**src/rtl/debounced_input_port.sv**
```systemverilog
// Debounced parallel input port with an Avalon-MM slave: stable levels, irq mask, edge capture, raw sync view.
// Define DIP_BOTH_EDGES_EN to capture falling as well as rising edges of the debounced level.
module debounced_input_port #(
    parameter int unsigned WIDTH           = 18,
    parameter int unsigned DEBOUNCE_CYCLES = 50000,
    parameter int unsigned ACTIVE_LOW      = 0
) (
    input  logic             clk,
    input  logic             reset,
    input  logic [1:0]       address,
    input  logic             chipselect,
    input  logic             read,
    input  logic             write,
    input  logic [31:0]      writedata,
    output logic [31:0]      readdata,
    output logic             irq,
    input  logic [WIDTH-1:0] in_port
);

    localparam int unsigned     CNT_W   = $clog2(DEBOUNCE_CYCLES);
    localparam logic [CNT_W-1:0] CNT_MAX = CNT_W'(DEBOUNCE_CYCLES - 1);

    logic [WIDTH-1:0] r_sync1;
    logic [WIDTH-1:0] r_sync2;
    logic [WIDTH-1:0] r_stable;
    logic [WIDTH-1:0] r_mask;
    logic [WIDTH-1:0] r_cap;
    logic [CNT_W-1:0] r_cnt [WIDTH];
    logic [31:0]      r_readdata;
    logic             r_irq;

    logic [WIDTH-1:0] w_in;
    logic [WIDTH-1:0] w_stable_nxt;
    logic [CNT_W-1:0] w_cnt_nxt [WIDTH];
    logic [WIDTH-1:0] w_edge;
    logic [WIDTH-1:0] w_clr;
    logic [WIDTH-1:0] w_mask_nxt;
    logic [WIDTH-1:0] w_cap_nxt;
    logic [31:0]      w_rd_mux;
    logic             w_wr;
    logic             w_rd;
    logic             w_unused_wdata;

    assign w_in = (ACTIVE_LOW != 0) ? ~in_port : in_port;

    // Per-channel stability counter: a level must disagree for DEBOUNCE_CYCLES cycles to be accepted
    always_comb begin
        for (int i = 0; i < int'(WIDTH); i++) begin
            w_stable_nxt[i] = r_stable[i];
            w_cnt_nxt[i]    = r_cnt[i];
            if (r_sync2[i] == r_stable[i]) begin
                w_cnt_nxt[i] = '0;
            end else if (r_cnt[i] == CNT_MAX) begin
                w_stable_nxt[i] = r_sync2[i];
                w_cnt_nxt[i]    = '0;
            end else begin
                w_cnt_nxt[i] = r_cnt[i] + CNT_W'(1);
            end
        end
    end

`ifdef DIP_BOTH_EDGES_EN
    assign w_edge = w_stable_nxt ^ r_stable;
`else
    assign w_edge = w_stable_nxt & ~r_stable;
`endif

    assign w_wr           = chipselect & write;
    assign w_rd           = chipselect & read;
    assign w_unused_wdata = ^writedata;
    assign w_mask_nxt     = (w_wr && address == 2'd1) ? writedata[WIDTH-1:0] : r_mask;
    assign w_clr          = (w_wr && address == 2'd2) ? writedata[WIDTH-1:0] : '0;
    // A new edge outranks a same-cycle clear of the same bit
    assign w_cap_nxt      = (r_cap & ~w_clr) | w_edge;

    always_comb begin
        w_rd_mux = '0;
        case (address)
            2'd0:    w_rd_mux = 32'(r_stable);
            2'd1:    w_rd_mux = 32'(r_mask);
            2'd2:    w_rd_mux = 32'(r_cap);
            default: w_rd_mux = 32'(r_sync2);
        endcase
    end

    always_ff @(posedge clk or posedge reset) begin
        if (reset) begin
            r_sync1    <= '0;
            r_sync2    <= '0;
            r_stable   <= '0;
            r_mask     <= '0;
            r_cap      <= '0;
            r_readdata <= '0;
            r_irq      <= 1'b0;
            for (int i = 0; i < int'(WIDTH); i++) begin
                r_cnt[i] <= '0;
            end
        end else begin
            r_sync1  <= w_in;
            r_sync2  <= r_sync1;
            r_stable <= w_stable_nxt;
            r_mask   <= w_mask_nxt;
            r_cap    <= w_cap_nxt;
            // irq tracks the capture/mask state committed on this same edge
            r_irq    <= |(w_cap_nxt & w_mask_nxt);
            for (int i = 0; i < int'(WIDTH); i++) begin
                r_cnt[i] <= w_cnt_nxt[i];
            end
            if (w_rd) begin
                r_readdata <= w_rd_mux;
            end
        end
    end

    assign readdata = r_readdata;
    assign irq      = r_irq;

endmodule
```
**config.mk**
```make
export PLATFORM = sky130hd
export DESIGN_NAME = debounced_input_port
export DESIGN_NICKNAME = d
export VERILOG_FILES = /design/src/rtl/debounced_input_port.sv
export SDC_FILE = /design/constraint.sdc
export NUM_CORES = 1
export LEC_CHECK = 0
export CAP_MARGIN = 10
export CORE_ASPECT_RATIO = 1.1
export CORE_MARGIN = 4
export CORE_UTILIZATION = 59
export CTS_BUF_LIST = sky130_fd_sc_hd__clkbuf_8
export DETAILED_ROUTE_END_ITERATION = 10
export GPL_ROUTABILITY_DRIVEN = 0
export GPL_TIMING_DRIVEN = 0
export PLACE_DENSITY = 0.78
export SLEW_MARGIN = 15
export SYNTH_ARGS = -nofsm -noshare
export SYNTH_HDL_FRONTEND = slang
export SYNTH_SLANG_ARGS = --single-unit
```
**constraint.sdc**
```tcl
create_clock -name clk -period 22.5 [get_ports clk]
set_input_delay 4.5 -clock clk [delete_from_list [all_inputs] [get_ports clk]]
set_output_delay 4.5 -clock clk [all_outputs]
set_load 0.02 [all_outputs]
```
==> flow_metrics.py <==
metrics = {
    "status": {
        "outcome": "finished, final reports clean",
    },
    "detailed_routing": {
        "drt_first_iter_violations": 623,
        "route.antenna.remaining_nets": 0,
        "total_number_of_vias": 12000,
        "post_drt_wl_per_cell_um": 15.3,
        "detail_route.first_pass.iterations": 6,
        "route.final.wire_length_um": 34300,
        "drc_errors": 0,
        "drt-vias-per-instance": 5.35,
    },
    "pwr": {
        "power_frac_seq_pct": 48.5,
        "max-vdd-ir-drop_uv": 62.4,
        "total_leakage_power_nw": 9.86,
        "p_comb_share_pct": 8.1,
        "p_clk_share_pct": 43.4,
        "switching_share_pct": 24.1,
        "p_sw_mw": 0.381,
        "p_per_area_nw_per_um2": 75.9,
        "cellInternalPower_mw": 1.20,
        "post-layout-total-power_mw": 1.58,
    },
    "layout": {
        "seq_area_sq_um": 9930,
        "layout-area-overhead-vs-synth_pct": 15.1,
        "final_cell_area_sq_um": 20900,
        "footprint_of_the_multi_input_gates_sq_um": 7860,
        "layout-drive-gt1-share_pct": 10.8,
        "num-fill-cells": 2231,
        "nets": 1846,
    },
    "yosys": {
        "yosys.cell_types.count": 45,
        "synth_enable_flop_cells": 0,
        "syn_area_sq_um": 18100,
        "dominantRegCellSynth": "sky130_fd_sc_hd__dfrtp_1",
        "yosysTopAreaCellShare_pct": 54.8,
        "postSynth.asyncResetShare_pct": 100,
        "post_synth_inst_count": 1626,
        "synth.yosys.seq_area_share_pct": 54.8,
        "post_synth_top_area_cell": "sky130_fd_sc_hd__dfrtp_1",
        "synth_top_cells_by_area": "sky130_fd_sc_hd__dfrtp_1 55%, sky130_fd_sc_hd__xnor2_1 6.7%, sky130_fd_sc_hd__xor2_1 6.2%, sky130_fd_sc_hd__nor2_1 6.1%, sky130_fd_sc_hd__and3_1 4.9%",
        "yosys-top-cells-count": "397 x sky130_fd_sc_hd__dfrtp_1, 296 x sky130_fd_sc_hd__nor2_1, 142 x sky130_fd_sc_hd__and3_1",
        "synth-seq-cells": 397,
        "yosys.cell_count.top_type": "sky130_fd_sc_hd__dfrtp_1",
        "synthesis.yosys.warnings": 0,
        "synth_area_per_cell_sq_um": 11.1,
    },
    "min_path": {
        "timing.hold.worst.class": "reg -> reg",
        "holdPathStages": 0,
    },
    "floorplanning": {
        "die-height_um": 192,
        "placeableCoreArea_sq_um": 30300,
        "pin_count": 90,
        "die_width_um": 175,
        "die-area_sq_um": 33600,
        "initial_utilization_pct": 59.7,
        "row_count": 67,
    },
    "sta": {
        "hold_violations": 0,
        "tns_ns": 0,
        "finalCriticalPeriod_ns": 6.69,
        "grt_setup_unrepaired": "false",
        "slew_of_the_pin_with_the_lowest_slew_margin_ns": 0.955,
        "period_share_pct": 29.7,
        "setup_violations": 0,
        "timing.clock.skew_ns": 0.0197,
        "worst_slew_margin_rel_pct": 36.3,
        "achievable-frequency_ghz": 0.149,
        "timing_max_transition_violations_final": 0,
    },
    "clocking": {
        "cts_setup_buffers": 0,
        "cts_repair_resize_count": 0,
        "numClockSinks": 397,
        "clock_tree.root_cell": "sky130_fd_sc_hd__clkbuf_8",
        "cts_buffer_depth": 3,
        "inserted_clock_buffers": 66,
        "clkTransAtPathRegs_ns": 0.06,
        "postCtsHoldBufs": 0,
        "tritoncts": "built",
        "cts_max_level": 3,
        "source_to_sink_clock_delay_at_the_later_pin_of_the_worst_skew_pair_ns": 0.59,
    },
    "setup_path": {
        "worst_ep_arrival_time_ns": 7.11,
        "cp_data_required_time_ns": 22.92,
        "criticalPathCategory": "in -> reg",
        "ff2ff_path_depth": 7,
        "timing.critical_path.from_type": "input port",
        "crit_path_end_kind": "register",
        "reg2reg_setup_slack_ns": 20.00,
        "timing.critical_path.fanout_max": 10,
    },
    "placed_design": {
        "numPortBuffers": 61,
        "placement.cell_area_sq_um": 19400,
        "place.detailed.hpwl_um": 22900,
    },
    "global_routing": {
        "grt_overflow_total": 0,
        "grt_first_pass_wirelength_um": 58600,
        "number_of_global_route_vias_before_repair": 12200,
        "grt_util_all_layers_pct": 21.1,
        "grt_max_degree": 117,
        "antenna_found_initial": 1,
    },
    "flow_run": {
        "cap_violations": 0,
    },
}
==> layout make-up <==
class / count / area share (%)
clock inverter: 35 / 1.45
inverter: 32 / 0.612
multi-input combinational: 1168 / 37.7
buffer: 42 / 1.22
clock buffer: 84 / 5.54
antenna: 2 / 0.0240
sequential: 397 / 47.6
tap: 414 / 2.48
timing repair buffer: 64 / 3.32
==> power groups by stage <==
stage | clock network (mW) | logic [mW] | registers [mW]
4_1_cts | 0.706 | 0.131 | 0.768
2_1_floorplan | 0 | 0.0709 | 0.784
3_3_place_gp | 0 | 0.125 | 0.780
3_5_place_dp | 0 | 0.130 | 0.781
5_1_grt | 0.741 | 0.142 | 0.771
6_report | 0.686 | 0.128 | 0.768
==> worst max-delay path: stages <==
cell                              delay (ns)
sky130_fd_sc_hd__clkdlybuf4s50_1        0.55
sky130_fd_sc_hd__buf_6                  0.23
sky130_fd_sc_hd__nand4b_4               0.16
sky130_fd_sc_hd__buf_6                  0.18
sky130_fd_sc_hd__buf_6                  0.22
sky130_fd_sc_hd__mux2i_1                0.29
sky130_fd_sc_hd__o22ai_1                0.11
sky130_fd_sc_hd__nor4_1                 0.70
sky130_fd_sc_hd__nand3_1                0.15
==> final timing paths <==
kind                                     to   startpoint
worst min-delay path            r_sync2[10]  r_sync1[10]
worst max register to register          irq     r_cnt[0]
worst min register to register  r_sync2[10]  r_sync1[10]
worst max-delay path                    irq   address[1]
max in group asynchronous         r_cnt[25]        reset
min in group asynchronous        r_sync1[9]        reset
==> state kept, by name (all words and copies together) (netlist names) <==
| name | cells |
|---|---|
| r_cap | 18 |
| r_sync2 | 18 |
| r_cnt | 288 |
| r_stable | 18 |
| readdata | 18 |
| irq | 1 |
| r_mask | 18 |
| r_sync1 | 18 |
==> layout by cell type, fill, tap and decap left out, types with 38 or more instances in the layout <==
cell,n
sky130_fd_sc_hd__xnor2_1,138
sky130_fd_sc_hd__nand2_1,94
sky130_fd_sc_hd__clkdlybuf4s50_1,61
sky130_fd_sc_hd__mux2_2,38
sky130_fd_sc_hd__and3_1,142
sky130_fd_sc_hd__xor2_1,128
sky130_fd_sc_hd__dfrtp_1,397
sky130_fd_sc_hd__inv_1,45
sky130_fd_sc_hd__clkbuf_8,85
sky130_fd_sc_hd__nand3_1,101
sky130_fd_sc_hd__nor2_1,296
==> layer usage <==
layer	routed length, um	track usage, %	vias up
met5	0	0	-
met4	857	7.19	0
met3	1560	4.55	64
met2	16600	34.6	202
met1	15300	28.4	5909
li1	-	-	5802
==> through the flow <==
| step | setup slack, ns | instances | hold slack (ns) | util, % |
|---|---|---|---|---|
| after floorplan | 6.96 | 1639 | 0.331 | - |
| after global placement | 2.75 | 2114 | 0.332 | 63.6 |
| after detailed placement | 15.21 | 2117 | 0.336 | 63.9 |
| after CTS | 15.84 | 2236 | 0.345 | 68.7 |
| after global routing | 15.68 | 2237 | 0.352 | 68.7 |
| final | 15.81 | 2238 | 0.342 | 68.7 |
==> logic make-up (layout without fill, tap and decap cells) <==
| kind of cell | Yosys count | count (layout) | synth area share, % |
|---|---|---|---|
| other | 1 | 16 | 0.0207 |
| flip-flops | 397 | 397 | 54.8 |
| adder cells (fa/ha/maj) | 18 | 18 | 1.24 |
| AO/OA/AOI/OAI | 35 | 35 | 1.51 |
| buffers and inverters | 74 | 257 | 2.07 |
| XOR/XNOR | 266 | 266 | 12.9 |
| AND/OR/NAND/NOR | 763 | 763 | 21.8 |
| multiplexers | 72 | 72 | 5.70 |
Note: power is estimated with default switching activity, not from simulation.
==> edit, RTL diff (same settings) <==
Change the parameter `DEBOUNCE_CYCLES` from 50000 to 25000.
--- a/src/rtl/debounced_input_port.sv
+++ b/src/rtl/debounced_input_port.sv
@@ -4,3 +4,3 @@
     parameter int unsigned WIDTH           = 18,
-    parameter int unsigned DEBOUNCE_CYCLES = 50000,
+    parameter int unsigned DEBOUNCE_CYCLES = 25000,
     parameter int unsigned ACTIVE_LOW      = 0
Function: no difference found for any inputs over 4 cycles, from zero or initial values and one cycle with reset high; that may be too few to reach the edited logic, so the function may still have changed.
==> edit against the unedited design <==
  * Routed wire length hardly changed
  * Sequential cell count decreased by 18
  * Final cell count fell by 3.6%
  * Worst setup slack worse by 0.84 ns
  * Sequential power down 3.8%
  * Hold slack worse by 0.0018 ns
  * Final area shrank 4.5%
  * Power shrank 5.9%
  * Core utilization increased by 0.29 points
  * Synthesized area decreased by 4.1%
  * Highest routed layer is now met5
  * First-iteration DRC count up 18%
  * Maximum frequency fell by 11%
==> edit: results (changes against the unedited design) <==
Run status:
- Status: finished clean (unchanged).

Logic synthesis:
- Largest cells by area after synthesis: sky130_fd_sc_hd__dfrtp_1 (55%), sky130_fd_sc_hd__xor2_1 (7.7%), sky130_fd_sc_hd__nor2_1 (6.0%), sky130_fd_sc_hd__xnor2_1 (4.1%), sky130_fd_sc_hd__nand3_1 (3.1%) (was sky130_fd_sc_hd__dfrtp_1 (55%), sky130_fd_sc_hd__xnor2_1 (6.7%), sky130_fd_sc_hd__xor2_1 (6.2%), sky130_fd_sc_hd__nor2_1 (6.1%), sky130_fd_sc_hd__and3_1 (4.9%)).
- The average instance area after synthesis is 10.86 um2 (was 11.14 um2).
- The sequential share of the synthesized area was 54.59% (was 54.83%).

Detailed routing:
- The iteration count of the initial detailed-routing pass came to 5 (was 6).
- The detailed-route vias per instance was 5.575 (was 5.352).
- The routed wire length per instance is 15.89 um (was 15.31 um).
- The DRC marker count from the first detailed-route iteration is 734 (was 623).

Global routing:
- The initial antenna violation count is 2 (was 1).
- The global-route usage over all layers was 21.64% (was 21.10%).
- The maximum number of pins on one net before global-route repair was 118 (was 117).

Final layout:
- The post-layout net count is 1813 (was 1846).
- The count of inserted antenna diode cells was 0 (was 2).
- The fraction of layout cells with a size suffix above 1 is 11.12% (was 10.76%).
- The number of flip-flops under the largest register name is 270 (was 288).

STA:
- The relative slew slack is 36.44% (was 36.30%).

Placed design:
- The port buffer count is 61 (unchanged).
- The cell total after placement is 2045 (was 2117).
- The standard cell area after detailed placement was 18580 um2 (was 19390 um2).
- The HPWL reported at the end of detailed placement is 23450 um (was 22870 um).
- The setup slack at placement is 14.42 ns (was 15.21 ns).

Critical path:
- The top cell family by delay on the critical path is compound AO/OA/AOI/OAI gates (was buffers and inverters).
- The worst path arrival time was 7.93 ns (was 7.11 ns).
- The delay contributed by the slowest stage of the critical path is 0.74 ns (was 0.70 ns).

Power:
- The cell-internal power is 0.001129 W (was 0.001201 W).
- The maximum vdd ir drop is 0.05351 mV (was 0.06236 mV).
- The part of the power in registers is 49.6% (was 48.5%).

Clocking:
- The number of buffers inserted during clock tree synthesis was 59 (was 66).
- The total number of H-tree levels is 2 (was 3).
## edit: worst paths after layout
kind                             from    endpoint  slack, ns
setup / recovery           address[1]         irq      14.96
hold / removal             r_sync1[2]  r_sync2[2]       0.34
setup reg to reg            r_cnt[45]         irq      19.59
hold reg to reg            r_sync1[2]  r_sync2[2]       0.34
max in group asynchronous       reset   r_mask[9]      16.81
min in group asynchronous       reset  r_cnt[191]       4.36
## edit: through the flow
| stage | power (W) | utilization (%) |
|---|---|---|
| 2_1_floorplan | 0.0008206 | - |
| 3_3_place_gp | 0.0008718 | 64.06 |
| 3_5_place_dp | 0.0008777 | 64.37 |
| 4_1_cts | 0.001508 | 69.00 |
| 5_1_grt | 0.001555 | 69.00 |
| 6_report | 0.001489 | 69.00 |
## edit: layout make-up
class / count / area [um2]
fill: 2121 / 8950
timing repair buffer: 64 / 693.2
sequential: 379 / 9484
clock inverter: 30 / 209.0
inverter: 37 / 146.4
clock buffer: 82 / 1129
buffer: 41 / 249.0
tap: 368 / 460.4
multi-input combinational: 1156 / 7551
## edit: routing by layer
| metal | up-vias | global-route usage, % | share of wire (%) |
|---|---|---|---|
| met5 | - | 0 | 0.079 |
| met4 | 4 | 6.187 | 2.2 |
| met3 | 60 | 3.964 | 4.2 |
| met2 | 205 | 35.16 | 48 |
| met1 | 5989 | 30.08 | 45 |
| li1 | 5767 | - | - |
## edit: kinds of logic after synthesis
kind of cell | Yosys count | synth area share, %
flip-flops | 379 | 54.59
AND/OR/NAND/NOR | 752 | 21.96
XOR/XNOR | 235 | 11.85
other | 1 | 0.02158
AO/OA/AOI/OAI | 67 | 2.377
adder cells (fa/ha/maj) | 18 | 1.296
buffers and inverters | 78 | 2.232
multiplexers | 70 | 5.675
